$ cat src/rtl/timer_pkg.sv
// Purpose : shared constants and FSM state encoding for the timer sequencer.
// Latency : n/a (declarations only).
// Backpressure: n/a.
package timer_pkg;

  // Default counter / register width.
  localparam int CW_DEF     = 16;

  // Period value loaded by reset; never zero so period_reg-1 cannot underflow.
  localparam int PERIOD_RST = 1;

  // Encoding 2'd3 is unused and falls back to ST_IDLE in the FSM.
  typedef enum logic [1:0] {
    ST_IDLE = 2'd0,
    ST_RUN  = 2'd1,
    ST_DONE = 2'd2
  } state_t;

endpackage

$ cat src/rtl/tsc_shadow_regs.sv
// Purpose : shadow copy of the cfg_* fields plus the active (applied) copy.
// Latency : cfg_wr -> shadow/upd_pend 1 edge; apply -> active regs 1 edge.
// Backpressure: none; a write while upd_pend=1 overwrites the shadow (last wins).
//
// Ports:
//   slow_clk, rst (async, active-high), sw_rst (sync, active-high)
//   cfg_wr/cfg_*   : configuration strobe and fields
//   apply          : move shadow into active regs (asserted only with upd_pend)
//   period_reg, duty_reg, mode, timer_mode, act_en : active configuration
//   sh_en          : enable bit held in the shadow (FSM looks ahead with it)
//   upd_pend       : shadow holds a not-yet-applied write
//   cfg_err        : one-cycle pulse for a rejected (period == 0) write
module tsc_shadow_regs
  import timer_pkg::*;
#(
  parameter int CW = CW_DEF
) (
  input  logic          slow_clk,
  input  logic          rst,
  input  logic          sw_rst,
  input  logic          cfg_wr,
  input  logic [CW-1:0] cfg_period,
  input  logic [CW-1:0] cfg_duty,
  input  logic          cfg_mode,
  input  logic          cfg_tmode,
  input  logic          cfg_en,
  input  logic          apply,
  output logic [CW-1:0] period_reg,
  output logic [CW-1:0] duty_reg,
  output logic          mode,
  output logic          timer_mode,
  output logic          act_en,
  output logic          sh_en,
  output logic          upd_pend,
  output logic          cfg_err
);

  logic [CW-1:0] sh_period;
  logic [CW-1:0] sh_duty;
  logic          sh_mode;
  logic          sh_tmode;
  logic          wr_ok;
  logic          wr_bad;

  assign wr_ok  = cfg_wr && (cfg_period != '0);
  assign wr_bad = cfg_wr && (cfg_period == '0);

  always_ff @(posedge slow_clk or posedge rst) begin
    if (rst) begin
      sh_period  <= CW'(PERIOD_RST);
      sh_duty    <= '0;
      sh_mode    <= 1'b0;
      sh_tmode   <= 1'b0;
      sh_en      <= 1'b0;
      period_reg <= CW'(PERIOD_RST);
      duty_reg   <= '0;
      mode       <= 1'b0;
      timer_mode <= 1'b0;
      act_en     <= 1'b0;
      upd_pend   <= 1'b0;
      cfg_err    <= 1'b0;
    end else if (sw_rst) begin
      sh_period  <= CW'(PERIOD_RST);
      sh_duty    <= '0;
      sh_mode    <= 1'b0;
      sh_tmode   <= 1'b0;
      sh_en      <= 1'b0;
      period_reg <= CW'(PERIOD_RST);
      duty_reg   <= '0;
      mode       <= 1'b0;
      timer_mode <= 1'b0;
      act_en     <= 1'b0;
      upd_pend   <= 1'b0;
      cfg_err    <= 1'b0;
    end else begin
      cfg_err <= wr_bad;
      if (wr_ok) begin
        sh_period <= cfg_period;
        sh_duty   <= cfg_duty;
        sh_mode   <= cfg_mode;
        sh_tmode  <= cfg_tmode;
        sh_en     <= cfg_en;
      end
      // Apply takes the shadow as it stood before this edge.
      if (apply) begin
        period_reg <= sh_period;
        duty_reg   <= sh_duty;
        mode       <= sh_mode;
        timer_mode <= sh_tmode;
        act_en     <= sh_en;
      end
      // A write landing on the apply edge leaves a fresh update pending.
      if (wr_ok) begin
        upd_pend <= 1'b1;
      end else if (apply) begin
        upd_pend <= 1'b0;
      end
    end
  end

endmodule

$ cat src/rtl/timer_seq_ctrl.sv
// Purpose : sequencing FSM for a PWM/timer counter: config apply points, run enable, irq.
// Latency : all outputs registered (counter_en decodes the state register); 1 edge from cause.
// Backpressure: none; config writes are staged and applied only at safe points.
//
// Optional feature macro: TSC_IRQ_OVERRUN_EN adds irq_ovr[7:0], a saturating
// count of irq set events that found irq already high; cleared by irq_ack.
//
// Ports:
//   slow_clk, rst (async, active-high), sw_rst (sync, active-high)
//   cfg_wr, cfg_period, cfg_duty, cfg_mode, cfg_tmode, cfg_en : configuration write
//   counter, irq_ack                                          : status inputs
//   period_reg, duty_reg, counter_en, mode, timer_mode         : active configuration
//   irq_rst, irq, upd_pend, cfg_err, state [, irq_ovr]         : status outputs
module timer_seq_ctrl
  import timer_pkg::*;
#(
  parameter int CW = CW_DEF
) (
  input  logic          slow_clk,
  input  logic          rst,
  input  logic          sw_rst,
  input  logic          cfg_wr,
  input  logic [CW-1:0] cfg_period,
  input  logic [CW-1:0] cfg_duty,
  input  logic          cfg_mode,
  input  logic          cfg_tmode,
  input  logic          cfg_en,
  input  logic [CW-1:0] counter,
  input  logic          irq_ack,
  output logic [CW-1:0] period_reg,
  output logic [CW-1:0] duty_reg,
  output logic          counter_en,
  output logic          mode,
  output logic          timer_mode,
  output logic          irq_rst,
  output logic          irq,
  output logic          upd_pend,
  output logic          cfg_err,
  output logic [1:0]    state
`ifdef TSC_IRQ_OVERRUN_EN
  ,
  output logic [7:0]    irq_ovr
`endif
);

  state_t state_q;
  state_t state_d;
  logic   boundary;
  logic   apply;
  logic   irq_set;
  logic   act_en;
  logic   sh_en;

  tsc_shadow_regs #(.CW(CW)) u_shadow (
    .slow_clk   (slow_clk),
    .rst        (rst),
    .sw_rst     (sw_rst),
    .cfg_wr     (cfg_wr),
    .cfg_period (cfg_period),
    .cfg_duty   (cfg_duty),
    .cfg_mode   (cfg_mode),
    .cfg_tmode  (cfg_tmode),
    .cfg_en     (cfg_en),
    .apply      (apply),
    .period_reg (period_reg),
    .duty_reg   (duty_reg),
    .mode       (mode),
    .timer_mode (timer_mode),
    .act_en     (act_en),
    .sh_en      (sh_en),
    .upd_pend   (upd_pend),
    .cfg_err    (cfg_err)
  );

  // End of a period: PWM wraps at period-1, timer fires once it reaches period.
  // period_reg is never zero, so the subtraction cannot wrap.
  assign boundary = mode ? (counter == (period_reg - CW'(1)))
                         : (counter >= period_reg);

  always_comb begin
    state_d    = state_q;
    apply      = 1'b0;
    irq_set    = 1'b0;
    counter_en = 1'b0;
    case (state_q)
      ST_IDLE: begin
        // Decide on the enable that will be active after this edge.
        apply = upd_pend;
        if (upd_pend ? sh_en : act_en) begin
          state_d = ST_RUN;
        end
      end
      ST_RUN: begin
        counter_en = 1'b1;
        if (boundary) begin
          apply   = upd_pend;
          irq_set = ~mode;
          if (!act_en) begin
            state_d = ST_IDLE;
          end else if (!mode && !timer_mode) begin
            state_d = ST_DONE;
          end
        end
      end
      ST_DONE: begin
        // Parked after a one-shot until software supplies a new config.
        if (upd_pend) begin
          apply   = 1'b1;
          state_d = sh_en ? ST_RUN : ST_IDLE;
        end
      end
      default: begin
        state_d = ST_IDLE;
      end
    endcase
  end

  always_ff @(posedge slow_clk or posedge rst) begin
    if (rst) begin
      state_q <= ST_IDLE;
      irq     <= 1'b0;
      irq_rst <= 1'b1;
    end else if (sw_rst) begin
      state_q <= ST_IDLE;
      irq     <= 1'b0;
      irq_rst <= 1'b1;
    end else begin
      state_q <= state_d;
      // A set on the ack edge wins so the new event is not lost.
      irq     <= irq_set | (irq & ~irq_ack);
      irq_rst <= ~irq_ack;
    end
  end

  assign state = state_q;

`ifdef TSC_IRQ_OVERRUN_EN
  always_ff @(posedge slow_clk or posedge rst) begin
    if (rst) begin
      irq_ovr <= '0;
    end else if (sw_rst) begin
      irq_ovr <= '0;
    end else if (irq_ack) begin
      // Ack coinciding with a set consumes that set: count is left as is.
      if (!irq_set) begin
        irq_ovr <= '0;
      end
    end else if (irq_set && irq && (irq_ovr != 8'hFF)) begin
      irq_ovr <= irq_ovr + 8'd1;
    end
  end
`endif

endmodule

$ cat config.mk
export PLATFORM = sky130hd
export DESIGN_NAME = timer_seq_ctrl
export DESIGN_NICKNAME = d
export VERILOG_FILES = /design/src/rtl/timer_pkg.sv /design/src/rtl/tsc_shadow_regs.sv /design/src/rtl/timer_seq_ctrl.sv
export SDC_FILE = /design/constraint.sdc
export NUM_CORES = 1
export LEC_CHECK = 0
export BUFFER_PORTS_ARGS = -buffer_cell sky130_fd_sc_hd__buf_2
export CORE_UTILIZATION = 25
export DETAILED_ROUTE_END_ITERATION = 6
export PLACE_DENSITY = 0.54
export SYNTH_ARGS = -nofsm -noshare
export SYNTH_HDL_FRONTEND = slang
export SYNTH_SLANG_ARGS = --single-unit
$ cat constraint.sdc
create_clock -name slow_clk -period 2.6 [get_ports slow_clk]
set_input_delay 0.13 -clock slow_clk [delete_from_list [all_inputs] [get_ports slow_clk]]
set_output_delay 0.13 -clock slow_clk [all_outputs]
set_load 0.01 [all_outputs]
==> metrics.md <==
| Metric | Value |
|---|---|
| Combined global-route utilization of all metal layers | `13.9%` |
| Clock tree from TritonCTS | `yes` |
| Number of flops mapped to enable cells by yosys | `0` |
| Clk Latency, worst-skew pair | `0.33 ns` |
| Yosys cell types | `52` |
| Number of slew-limit violations in the final report | `0` |
| Yosys top cell by area | `dfrtp_1` |
| Average wire length per cell after detail routing | `15.3 um` |
| Share of async-settable or async-resettable flops after synthesis | `100%` |
| Fraction of final layout cells sized beyond drive strength 1 | `33.5%` |
| Top-level port count | `97` |
| Clock buffers created by TritonCTS | `9` |
| Antenna violation net count after detailed routing | `0` |
| Initial antenna violation count | `0` |
| Crit start category | `register` |
| Result of the run | `finished, violations left` |
| F_max | `341 MHz` |
| Clock skew | `0.00693 ns` |
| Leakage power of the design | `2.73 nW` |
| Gate Count Post-Synth | `405` |
| Number of vias per cell after detailed routing | `4.67` |
| Tcrit/Tclk final | `113%` |
| Sequential share of the synthesized area | `43.9%` |
| Unrepaired setup endpoints after global routing | `yes` |
| WP data arrival | `3.19 ns` |
| Clock period minus final worst setup slack | `2.94 ns` |
| Standard cell with the maximum stage delay on the critical path | `or4_4` |
| Seq cells post-synth | `76` |
| Final instance count without filler cells | `767` |
| Synth-to-Final Area Change | `33.5%` |
| Setup violators final | `37` |
| Count leader, synth | `nand2b_1` |
| Routability Congestion | `0.914` |
| Post-Route WL | `11,700 um` |
| Worst hold margin | `0.0138 ns` |
| Worst r2r path cells | `9` |
| Synth top area cells | `dfrtp_1 42%, nand2b_1 11%, mux2i_1 8.5%` |
| Endpoint type of the worst setup path | `register` |
| Power density normalized to cell area | `529 mW/mm2` |
| Peak VDD IR | `0.331 mV` |
| Violations in the final reports | `negative setup slack` |
| Final Hold Violating Endpoints | `0` |
| Clk Tree Root Cell | `clkbuf_16` |
| Placed cell count | `742` |
| DIE HEIGHT | `134 um` |
| Detailed Routing Iterations Pass 1 | `4` |
| Global route total overflow | `0` |
| Largest net degree at the start of global routing | `79` |
| Dominant register cell in the synthesized netlist | `dfrtp_1` |
| Required time at the worst-slack endpoint | `2.85 ns` |
| Path type of the worst min-delay path | `primary input to register` |
| DRC Markers | `0` |
| Synthesized area per cell | `10.7 um2` |
| Slew of the pin with the lowest slew margin | `0.763 ns` |
| Placeable core area | `0.0168 mm2` |
| Final worst-path setup slack | `-0.336 ns` |
| Synth Net Count | `478` |
| Startpoint of the lowest-slack hold path | `cfg_duty[6]` |
| Top cell type's share of synthesized area | `42.1%` |
| Leading post-synthesis cells by instance count | `79 x nand2b_1, 73 x dfrtp_1, 37 x mux2i_1` |
| Top fanout value on the critical path | `8` |
| Initial Utilization | `25.9%` |
| Vias after detailed routing | `3,581` |
| Number of instances on the worst hold path | `2` |
| Maximum buffer depth of the clock tree | `2` |
| Initial DRC count | `261` |
| Number of diodes added for antenna fixing | `0` |
| Vias in the first global route | `3,794` |
| Horizontal die dimension | `134 um` |
| Worst path cell trace | `or4_4 > nor4_4 > nand3_1 > a221oi_2 > o2111ai_2 > o311ai_4 > buf_6 > buf_12 > mux2i_1` |
| Worst relative slew slack | `49.1%` |
| Post-detail-place hpwl | `8750 um` |
| Worst r2r src | `u_shadow.period_reg[6]` |
| Clock-pin slew reported for the worst setup and hold paths after clock tree synthesis | `0.06 ns` |
| Die area | `0.0179 mm2` |
| Cell Rows | `47` |
| Max-capacitance violation count | `0` |
| Port Buffers | `96` |
| Crit path largest cell delay | `0.58 ns` |
| Launching element of the worst setup path | `u_shadow.period_reg[6]` |
| First-pass GRT wire length | `19,500 um` |
| Sink Count | `76` |
| Htree depth | `3` |
| Total standard cell area after synthesis | `0.00434 mm2` |
| Number of warnings issued by yosys | `0` |
| Utilization after layout | `34.6%` |
| Number of nets at the end of the flow | `615` |
| Classification of the worst setup path | `register to register` |
-- path summary, 6_finish.rpt --
kind	slack, ns	end
worst max-delay path	-0.34	u_shadow.period_reg[0]
worst min-delay path	0.01	u_shadow.sh_duty[6]
worst max register to register	-0.34	u_shadow.period_reg[0]
worst min register to register	0.49	u_shadow.sh_period[0]
max in group asynchronous	1.70	irq_rst
min in group asynchronous	0.20	u_shadow.duty_reg[13]
-- power breakdown --
part / internal, mW / switching (mW) / total, mW
Sequential: 1.24 / 0.0435 / 1.29
Clock: 0.645 / 0.467 / 1.11
Combinational: 0.337 / 0.334 / 0.671
Total: 2.23 / 0.844 / 3.07
-- per-stage QoR --
stage          cell area [um2]  TNS (ns)  setup WS (ns)  total power [mW]
6_report                  5800    -10.82         -0.336              3.07
3_5_place_dp              5320    -14.68         -0.436              1.90
2_1_floorplan             4350     -5.22         -0.169              1.68
4_1_cts                   5760    -10.99         -0.351              3.09
3_3_place_gp              5320    -12.63         -0.357              1.88
5_1_grt                   5800    -15.87         -0.462              3.24
-- cell families after synthesis --
group	count (synthesis)	synth area share, %
AO/OA/AOI/OAI	74	14.0
XOR/XNOR	15	3.03
adder cells (fa/ha/maj)	17	4.90
buffers and inverters	45	5.36
flip-flops	76	43.9
multiplexers	37	8.53
AND/OR/NAND/NOR	141	20.3
-- layer usage --
layer / global-route usage, % / up-vias / share of wire [%]
met2: 21.1 / 101 / 44
met1: 18.6 / 1716 / 48
met4: 4.92 / 0 / 1.6
met5: 0 / - / 0
li1: - / 1745 / -
met3: 4.35 / 19 / 6.6
-- cell type report --
| class | instances | area, um2 |
|---|---|---|
| Clock inverter | 4 | 26.3 |
| Inverter | 23 | 86.3 |
| Multi-Input combinational cell | 284 | 2310 |
| Fill cell | 1716 | 11000 |
| Sequential cell | 76 | 1910 |
| Clock buffer | 12 | 236 |
| Timing Repair Buffer | 148 | 962 |
| Tap cell | 220 | 275 |
-- worst max-delay path, delay by kind of cell (launching register included) --
family | cells | cell delay [ns]
AO/OA/AOI/OAI | 3 | 0.83
buffers and inverters | 2 | 0.34
flip-flops | 1 | 0.37
multiplexers | 1 | 0.21
AND/OR/NAND/NOR | 3 | 1.09
-- cells in the final DEF, fill, tap and decap left out, types with 3 or more instances in the layout --
master | synthesis | routed
dfrtp_1 | 73 | 73
a21o_1 | 6 | 6
nor3_1 | 7 | 6
clkbuf_16 | 0 | 10
nand2_1 | 4 | 4
buf_2 | 0 | 96
a21oi_1 | 7 | 5
clkbuf_1 | 17 | 3
ha_1 | 17 | 16
nor3b_1 | 3 | 3
nor4_1 | 9 | 7
nand3b_1 | 3 | 3
nand4_1 | 5 | 5
a221oi_2 | 1 | 3
xor2_1 | 6 | 6
inv_1 | 23 | 21
or4_1 | 3 | 3
xnor2_1 | 9 | 9
buf_4 | 0 | 44
a22o_1 | 34 | 34
mux2i_1 | 37 | 36
o31ai_1 | 3 | 3
dfstp_2 | 3 | 3
nand2b_1 | 79 | 79
nor2_1 | 9 | 8
nand3_1 | 5 | 5
a211oi_1 | 3 | 3
-- timing repair --
item,in CTS,in global routing
pin swaps,13,7
endpoints found under the setup margin,39,39
cloned,2,1
gates resized for setup,18,2
buffers inserted,4,1
endpoints found under the hold margin,74,0
hold buffers,2,0
Note: power is estimated with default switching activity, not from simulation.
